## config.mk

```make
export PLATFORM = sky130hd
export DESIGN_NAME = regfile_access_ctrl_flat
export DESIGN_NICKNAME = d
export VERILOG_FILES = /design/src/rtl/regfile_access_ctrl_pkg.sv /design/src/rtl/regfile_access_ctrl_if.sv /design/src/rtl/regfile_dump_seq.sv /design/src/rtl/regfile_access_ctrl.sv /design/src/flat_wrapper.sv
export SDC_FILE = /design/constraint.sdc
export NUM_CORES = 1
export LEC_CHECK = 0
export ABC_CLOCK_PERIOD_IN_PS = 2300
export BUFFER_PORTS_ARGS = -buffer_cell sky130_fd_sc_hd__buf_4
export CELL_PAD_IN_SITES_DETAIL_PLACEMENT = 2
export CELL_PAD_IN_SITES_GLOBAL_PLACEMENT = 2
export CORE_MARGIN = 3
export CORE_UTILIZATION = 23
export DETAILED_ROUTE_END_ITERATION = 8
export HOLD_SLACK_MARGIN = 0.12
export PLACE_DENSITY = 0.9
export SLEW_MARGIN = 20
export SYNTH_ARGS = -nofsm -noshare
export SYNTH_HDL_FRONTEND = slang
export SYNTH_SLANG_ARGS = --single-unit
```

## constraint.sdc

```tcl
create_clock -name clk -period 2.3 [get_ports clk]
set_input_delay 0.115 -clock clk [delete_from_list [all_inputs] [get_ports clk]]
set_output_delay 0.115 -clock clk [all_outputs]
set_load 0.05 [all_outputs]
```

## src/rtl/regfile_access_ctrl_pkg.sv

```systemverilog
// Shared definitions for the register-file access controller: architectural
// sizes (shared with the register file), dump sequencer states and small helpers.
package regfile_access_ctrl_pkg;

    localparam int NUM_REGS = 32;
    localparam int ADDR_W   = 5;
    localparam int DATA_W   = 32;

    // The scan pointer carries one extra bit so it can step past the last
    // register index without wrapping back to zero.
    localparam int PTR_W = ADDR_W + 1;
    localparam logic [PTR_W-1:0] LAST_PTR = PTR_W'(NUM_REGS - 1);

    typedef enum logic [1:0] {
        IDLE,
        STALL_WAIT,
        SCAN,
        DRAIN
    } dump_state_t;

    // Register $0 is hard-wired to zero, so writes to it are dropped.
    function automatic logic is_writable(input logic [ADDR_W-1:0] addr);
        return addr != '0;
    endfunction

    // The dump sequencer owns read port 1 once the pipeline is frozen.
    function automatic logic owns_read_port(input dump_state_t s);
        return (s == SCAN) || (s == DRAIN);
    endfunction

endpackage

```

## src/rtl/regfile_access_ctrl_if.sv

```systemverilog
// Signal bundle between the pipeline/debug environment and the register-file
// access controller. The slave modport is the controller's view.
interface regfile_access_ctrl_if;
    import regfile_access_ctrl_pkg::*;

    // Writeback write port
    logic              wb_reg_write;
    logic [ADDR_W-1:0] wb_write_register;
    logic [DATA_W-1:0] wb_write_data;

    // Debug write requester
    logic              dbg_wr_valid;
    logic              dbg_wr_ready;
    logic [ADDR_W-1:0] dbg_wr_addr;
    logic [DATA_W-1:0] dbg_wr_data;

    // Read port 1 path
    logic [ADDR_W-1:0] id_read_register_1;
    logic [ADDR_W-1:0] rf_read_register_1;
    logic [DATA_W-1:0] rf_read_data_1;

    // Register file write port
    logic              rf_reg_write;
    logic [ADDR_W-1:0] rf_write_register;
    logic [DATA_W-1:0] rf_write_data;

    // Pipeline freeze handshake
    logic              stall_req;
    logic              stall_ack;

    // Dump control and beat stream
    logic              dump_start;
    logic              dump_busy;
    logic              dump_valid;
    logic              dump_ready;
    logic [ADDR_W-1:0] dump_addr;
    logic [DATA_W-1:0] dump_data;
    logic              dump_done;

    modport slave (
        input  wb_reg_write, wb_write_register, wb_write_data,
        input  dbg_wr_valid, dbg_wr_addr, dbg_wr_data,
        output dbg_wr_ready,
        input  id_read_register_1, rf_read_data_1,
        output rf_read_register_1,
        output rf_reg_write, rf_write_register, rf_write_data,
        output stall_req,
        input  stall_ack,
        input  dump_start, dump_ready,
        output dump_busy, dump_valid, dump_addr, dump_data, dump_done
    );

    modport master (
        output wb_reg_write, wb_write_register, wb_write_data,
        output dbg_wr_valid, dbg_wr_addr, dbg_wr_data,
        input  dbg_wr_ready,
        output id_read_register_1, rf_read_data_1,
        input  rf_read_register_1,
        input  rf_reg_write, rf_write_register, rf_write_data,
        input  stall_req,
        output stall_ack,
        output dump_start, dump_ready,
        input  dump_busy, dump_valid, dump_addr, dump_data, dump_done
    );

endinterface

```

## src/rtl/regfile_dump_seq.sv

```systemverilog
// Register dump sequencer: freezes the pipeline, walks read port 1 over every
// architectural register and presents each value as a valid/ready beat.
module regfile_dump_seq
    import regfile_access_ctrl_pkg::*;
(
    input  logic              clk,
    input  logic              rst_n,
    input  logic              dump_start,
    input  logic              stall_ack,
    input  logic              dump_ready,
    input  logic [DATA_W-1:0] rf_read_data_1,
    output dump_state_t       state,
    output logic [ADDR_W-1:0] scan_addr,
    output logic              stall_req,
    output logic              dump_busy,
    output logic              dump_valid,
    output logic [ADDR_W-1:0] dump_addr,
    output logic [DATA_W-1:0] dump_data,
    output logic              dump_done
);

    dump_state_t       state_next;
    logic [PTR_W-1:0]  ptr;
    logic [PTR_W-1:0]  ptr_next;
    logic              stall_req_next;
    logic              dump_busy_next;
    logic              dump_valid_next;
    logic [ADDR_W-1:0] dump_addr_next;
    logic [DATA_W-1:0] dump_data_next;
    logic              dump_done_next;

    // State, pointer and beat register; reset aborts any dump in flight.
    always_ff @(posedge clk or negedge rst_n) begin
        if (!rst_n) begin
            state      <= IDLE;
            ptr        <= '0;
            stall_req  <= 1'b0;
            dump_busy  <= 1'b0;
            dump_valid <= 1'b0;
            dump_addr  <= '0;
            dump_data  <= '0;
            dump_done  <= 1'b0;
        end else begin
            state      <= state_next;
            ptr        <= ptr_next;
            stall_req  <= stall_req_next;
            dump_busy  <= dump_busy_next;
            dump_valid <= dump_valid_next;
            dump_addr  <= dump_addr_next;
            dump_data  <= dump_data_next;
            dump_done  <= dump_done_next;
        end
    end

    // Next-state logic: a beat is loaded whenever the output slot is empty or
    // being consumed, so a stalled beat holds its address and data unchanged.
    always_comb begin
        state_next      = state;
        ptr_next        = ptr;
        stall_req_next  = stall_req;
        dump_busy_next  = dump_busy;
        dump_valid_next = dump_valid;
        dump_addr_next  = dump_addr;
        dump_data_next  = dump_data;
        dump_done_next  = 1'b0;

        case (state)
            IDLE: begin
                if (dump_start) begin
                    state_next     = STALL_WAIT;
                    stall_req_next = 1'b1;
                    dump_busy_next = 1'b1;
                    ptr_next       = '0;
                end
            end
            STALL_WAIT: begin
                if (stall_ack) begin
                    state_next = SCAN;
                end
            end
            SCAN: begin
                if (!dump_valid || dump_ready) begin
                    dump_data_next  = rf_read_data_1;
                    dump_addr_next  = ptr[ADDR_W-1:0];
                    dump_valid_next = 1'b1;
                    ptr_next        = ptr + PTR_W'(1);
                    if (ptr == LAST_PTR) begin
                        state_next = DRAIN;
                    end
                end
            end
            DRAIN: begin
                if (dump_valid && dump_ready) begin
                    dump_valid_next = 1'b0;
                    stall_req_next  = 1'b0;
                    dump_busy_next  = 1'b0;
                    dump_done_next  = 1'b1;
                    state_next      = IDLE;
                end
            end
            default: begin
                state_next = IDLE;
            end
        endcase
    end

    assign scan_addr = ptr[ADDR_W-1:0];

endmodule

```

## src/rtl/regfile_access_ctrl.sv

```systemverilog
// Register-file access controller: arbitrates the write port between
// writeback and a debug requester, and lends read port 1 to the dump sequencer.
module regfile_access_ctrl
    import regfile_access_ctrl_pkg::*;
(
    input  logic                 clk,
    input  logic                 rst_n,
    regfile_access_ctrl_if.slave bus
);

    dump_state_t       state;
    logic [ADDR_W-1:0] scan_addr;
    logic              dbg_ready;

    regfile_dump_seq u_dump_seq (
        .clk            (clk),
        .rst_n          (rst_n),
        .dump_start     (bus.dump_start),
        .stall_ack      (bus.stall_ack),
        .dump_ready     (bus.dump_ready),
        .rf_read_data_1 (bus.rf_read_data_1),
        .state          (state),
        .scan_addr      (scan_addr),
        .stall_req      (bus.stall_req),
        .dump_busy      (bus.dump_busy),
        .dump_valid     (bus.dump_valid),
        .dump_addr      (bus.dump_addr),
        .dump_data      (bus.dump_data),
        .dump_done      (bus.dump_done)
    );

    // Debug writes only slip into idle write-port cycles, and never while a
    // dump is running, so the dumped snapshot stays consistent.
    assign dbg_ready        = (state == IDLE) && !bus.wb_reg_write;
    assign bus.dbg_wr_ready = dbg_ready;

    // Write-port mux: writeback wins, debug fills gaps, $0 is never written.
    always_comb begin
        bus.rf_reg_write      = 1'b0;
        bus.rf_write_register = bus.wb_write_register;
        bus.rf_write_data     = bus.wb_write_data;
        if (bus.wb_reg_write) begin
            bus.rf_reg_write = is_writable(bus.wb_write_register);
        end else if (bus.dbg_wr_valid && dbg_ready) begin
            bus.rf_reg_write      = is_writable(bus.dbg_wr_addr);
            bus.rf_write_register = bus.dbg_wr_addr;
            bus.rf_write_data     = bus.dbg_wr_data;
        end
    end

    // Read port 1 follows the ID stage except while the dump is scanning.
    assign bus.rf_read_register_1 = owns_read_port(state) ? scan_addr
                                                          : bus.id_read_register_1;

endmodule

```

## src/flat_wrapper.sv

```systemverilog
// flat-port wrapper written by rule: the top's interface ports become plain ports
module regfile_access_ctrl_flat import regfile_access_ctrl_pkg::*;
  (clk, rst_n, bus_wb_reg_write, bus_wb_write_register, bus_wb_write_data, bus_dbg_wr_valid, bus_dbg_wr_addr, bus_dbg_wr_data, bus_dbg_wr_ready, bus_id_read_register_1, bus_rf_read_data_1, bus_rf_read_register_1, bus_rf_reg_write, bus_rf_write_register, bus_rf_write_data, bus_stall_req, bus_stall_ack, bus_dump_start, bus_dump_ready, bus_dump_busy, bus_dump_valid, bus_dump_addr, bus_dump_data, bus_dump_done);
  regfile_access_ctrl_if bus_i ();
  input  logic clk;
  input  logic rst_n;
  input wire logic [$bits(bus_i.wb_reg_write)-1:0] bus_wb_reg_write;
  input wire logic [$bits(bus_i.wb_write_register)-1:0] bus_wb_write_register;
  input wire logic [$bits(bus_i.wb_write_data)-1:0] bus_wb_write_data;
  input wire logic [$bits(bus_i.dbg_wr_valid)-1:0] bus_dbg_wr_valid;
  input wire logic [$bits(bus_i.dbg_wr_addr)-1:0] bus_dbg_wr_addr;
  input wire logic [$bits(bus_i.dbg_wr_data)-1:0] bus_dbg_wr_data;
  output wire logic [$bits(bus_i.dbg_wr_ready)-1:0] bus_dbg_wr_ready;
  input wire logic [$bits(bus_i.id_read_register_1)-1:0] bus_id_read_register_1;
  input wire logic [$bits(bus_i.rf_read_data_1)-1:0] bus_rf_read_data_1;
  output wire logic [$bits(bus_i.rf_read_register_1)-1:0] bus_rf_read_register_1;
  output wire logic [$bits(bus_i.rf_reg_write)-1:0] bus_rf_reg_write;
  output wire logic [$bits(bus_i.rf_write_register)-1:0] bus_rf_write_register;
  output wire logic [$bits(bus_i.rf_write_data)-1:0] bus_rf_write_data;
  output wire logic [$bits(bus_i.stall_req)-1:0] bus_stall_req;
  input wire logic [$bits(bus_i.stall_ack)-1:0] bus_stall_ack;
  input wire logic [$bits(bus_i.dump_start)-1:0] bus_dump_start;
  input wire logic [$bits(bus_i.dump_ready)-1:0] bus_dump_ready;
  output wire logic [$bits(bus_i.dump_busy)-1:0] bus_dump_busy;
  output wire logic [$bits(bus_i.dump_valid)-1:0] bus_dump_valid;
  output wire logic [$bits(bus_i.dump_addr)-1:0] bus_dump_addr;
  output wire logic [$bits(bus_i.dump_data)-1:0] bus_dump_data;
  output wire logic [$bits(bus_i.dump_done)-1:0] bus_dump_done;
  assign bus_i.wb_reg_write = bus_wb_reg_write;
  assign bus_i.wb_write_register = bus_wb_write_register;
  assign bus_i.wb_write_data = bus_wb_write_data;
  assign bus_i.dbg_wr_valid = bus_dbg_wr_valid;
  assign bus_i.dbg_wr_addr = bus_dbg_wr_addr;
  assign bus_i.dbg_wr_data = bus_dbg_wr_data;
  assign bus_dbg_wr_ready = bus_i.dbg_wr_ready;
  assign bus_i.id_read_register_1 = bus_id_read_register_1;
  assign bus_i.rf_read_data_1 = bus_rf_read_data_1;
  assign bus_rf_read_register_1 = bus_i.rf_read_register_1;
  assign bus_rf_reg_write = bus_i.rf_reg_write;
  assign bus_rf_write_register = bus_i.rf_write_register;
  assign bus_rf_write_data = bus_i.rf_write_data;
  assign bus_stall_req = bus_i.stall_req;
  assign bus_i.stall_ack = bus_stall_ack;
  assign bus_i.dump_start = bus_dump_start;
  assign bus_i.dump_ready = bus_dump_ready;
  assign bus_dump_busy = bus_i.dump_busy;
  assign bus_dump_valid = bus_i.dump_valid;
  assign bus_dump_addr = bus_i.dump_addr;
  assign bus_dump_data = bus_i.dump_data;
  assign bus_dump_done = bus_i.dump_done;
  regfile_access_ctrl u_core (.clk(clk), .rst_n(rst_n), .bus(bus_i));
endmodule
```

==> metrics.md <==
| Metric | Value |
|---|---|
| Initial DRT Pass Iterations | 4 |
| Hold Crit Start | bus_dump_ready |
| Max-slew headroom | 0.5935 |
| CTS tree | built |
| Critical path class | reg -> out |
| Setup-failing EPs final | 0 |
| Critical Path RT | 2.18 ns |
| GR Util All Layers | 0.1677 |
| Worst-margin pin slew | 0.6098 ns |
| Ys flop type | dfrtp_1 |
| Fin nets | 567 |
| Initial core utilization | 0.2379 |
| Worst clock skew | 0.009873 ns |
| DRC violations left | 0 |
| Initial antenna violation count | 0 |
| Layout cell share with drive strength beyond 1 | 0.5405 |
| Switching Share | 0.5118 |
| Post-synth EDFFs | 0 |
| Synth async-reset ratio | 1.000 |
| Clock Pin Slew Worst Setup and Hold Paths | 0.06 ns |
| First-pass GRT wire length | 17,370 µm |
| Tmin final | 2.151 ns |
| H-tree Lvls | 2 |
| Peak VDD IR | 0.4988 mV |
| Num CTS Buffers | 5 |
| Drt initial violations | 71 |
| Fmax | 465.0 MHz |
| Leakage power | 2.464 nW |
| Die Height | 115.4 µm |
| Outcome | finished, final reports clean |
| Row count | 39 |
| Ys Warns | 0 |
| Largest net degree at the start of global routing | 49 |
| Wire length per cell | 19.18 µm |
| Ant. Diodes | 0 |
| Post-CTS setup buffer count | 0 |
| Routed WL | 11,260 µm |
| Clock net sink count | 48 |
| Seq/Total Area, Yosys | 0.4366 |
| Core area | 11,560 µm² |
| Avg Inst Size Synth | 13.23 µm² |
| RSZ-0062 raised after global routing | no |
| Final GP Congestion | 0.7963 |
| Fin cells | 587 |
| Worst hold slack | 0.1396 ns |
| Final Cycle Share | 0.9351 |
| Number of port buffers | 202 |
| Vias | 2,655 |
| Clk Latency, worst-skew pair | 0.29 ns |
| DRT antenna net count | 0 |
| Sw power | 3.244 mW |
| Max FO, Critical Path | 19 |
| Die X-Extent | 115.4 µm |
| Syn Nets | 332 |
| Seq pwr share | 0.239 |
| #FFs+latches synth | 48 |
| Min-delay worst type | in -> reg |
| Int Power | 3.094 mW |
| Root Driver | clkbuf_16 |
| Number of global-route vias before repair | 3,108 |
| Crit path launch type | register |
| Worst setup path startpoint | u_core.u_dump_seq.state[0] |
| Count of final max-slew check failures | 0 |
| Post-synthesis cell type count | 40 |
| Fin Setup TNS | 0 ns |
| Clock share of power | 0.119 |
| FF-to-FF Start | u_core.u_dump_seq.state[0] |
| Gate power share | 0.642 |
| Vias per cell | 4.523 |
| CP arrival | 2.04 ns |
| Synth Cell Area | 2751 µm² |
| Most common cell after layout, fill and taps aside | buf_4 |
| Syn Inst Count | 208 |
| Cells after DPL | 545 |
| Most frequent cells in the layout | 204 x buf_4, 60 x mux2_1, 48 x dfrtp_1 |
| Worst-case clock buffer depth | 2 |
| Grt total ovfl | 0 |
| Max-Cap Viols | 0 |
| Worst setup EP type | output port |
| # IOs | 203 |
| Final hold viol count | 0 |
| Dpl hpwl | 8633 µm |
| Die area | 13,310 µm² |
| Area Overhead vs Synth | 78.67% |
| Power per cell area | 1289 nW/µm² |
## worst paths after layout
check                                            endpoint  depth (start not counted)  slack, ns
max                                 bus_rf_write_data[15]                          7       0.15
min                           u_core.u_dump_seq.dump_done                          2       0.14
max reg2reg                      u_core.u_dump_seq.ptr[5]                          5       0.28
min reg2reg                u_core.u_dump_seq.dump_data[4]                          1       0.49
max in group asynchronous      u_core.u_dump_seq.state[1]                          2       1.50
min in group asynchronous  u_core.u_dump_seq.dump_data[3]                          2       0.38
## synth_stat cells (2+ instances only)
master / n / share of area
mux2i_1: 5 / 0.018
and3b_1: 2 / 0.0064
o21ai_0: 3 / 0.0055
nand3_1: 3 / 0.0055
mux2_1: 60 / 0.25
o31ai_1: 2 / 0.0055
nand2b_1: 5 / 0.011
buf_2: 2 / 0.0036
nor2_1: 5 / 0.0068
a21boi_1: 2 / 0.0055
a31oi_1: 2 / 0.0045
and3_1: 2 / 0.0045
inv_1: 3 / 0.0041
dfrtp_1: 48 / 0.44
nand4_1: 2 / 0.0045
buf_6: 6 / 0.025
nand2_1: 6 / 0.0082
ha_1: 6 / 0.027
or4_1: 4 / 0.011
mux2_4: 19 / 0.10
buf_4: 2 / 0.0055
## sequential cells by signal (all words and copies together), names as in the netlist
register	cells
u_core.u_dump_seq.dump_data	32
u_core.u_dump_seq.state	2
u_core.u_dump_seq.dump_addr	5
u_core.u_dump_seq.dump_done	1
u_core.u_dump_seq.dump_busy	1
u_core.u_dump_seq.ptr	6
u_core.u_dump_seq.dump_valid	1
## layout make-up
type,instances,area [µm²]
multi-input cells,144,1441
repair buffers,240,1927
fillers,1195,6649
flip-flops and latches,48,1201
well taps,143,178.9
inverters,4,15.01
clock buffers,6,138.9
clock inverters,2,13.76
## timing repair
| action | CTS | global route |
|---|---|---|
| hold buffers | 33 | 0 |
| setup endpoints to repair | 0 | 37 |
| endpoints found under the hold margin | 80 | 0 |
| resized for setup | 0 | 1 |
## layer usage
| metal | global-route usage | routed length (µm) |
|---|---|---|
| met4 | 0.03208 | 147 |
| met3 | 0.03158 | 646 |
| met1 | 0.1857 | 4061 |
| met2 | 0.3306 | 6403 |
| met5 | 0 | 0 |
## logic make-up (layout without fill, tap and decap cells)
family,Yosys count,in the layout,synth area share
compound gates,18,18,0.04956
mux,84,84,0.3674
buf+inv,16,252,0.04183
fa+ha+maj,6,6,0.02728
flops,48,48,0.4366
simple gates,36,36,0.07731
## worst max-delay path, stage by stage, from the launching register on
cell,delay (ns)
dfrtp_1,0.40
inv_2,0.08
ha_1,0.21
and2b_1,0.18
nand2_2,0.12
clkbuf_16,0.23
mux2_4,0.33
buf_4,0.19
## per-stage QoR
step | total power [mW] | area (µm²) | setup slack [ns] | utilization
CTS | 6.362 | 4891 | 0.05677 | 0.4229
finish | 6.339 | 4916 | 0.1493 | 0.4251
global route | 6.698 | 4916 | 0.03638 | 0.4251
floorplan | 4.231 | 2755 | 0.04462 | -
global placement | 5.402 | 4408 | 0.4400 | 0.3812
detailed placement | 5.537 | 4408 | 0.2283 | 0.3812
## power groups by stage
stage          clock network (mW)  registers, mW  logic, mW
6_report                    0.752           1.52       4.07
5_1_grt                     0.814           1.59       4.29
4_1_cts                     0.781           1.51       4.07
3_5_place_dp                    0           1.52       4.01
3_3_place_gp                    0           1.49       3.91
2_1_floorplan                   0           2.65       1.58
No activity file was read; power rests on OpenSTA's default activity.
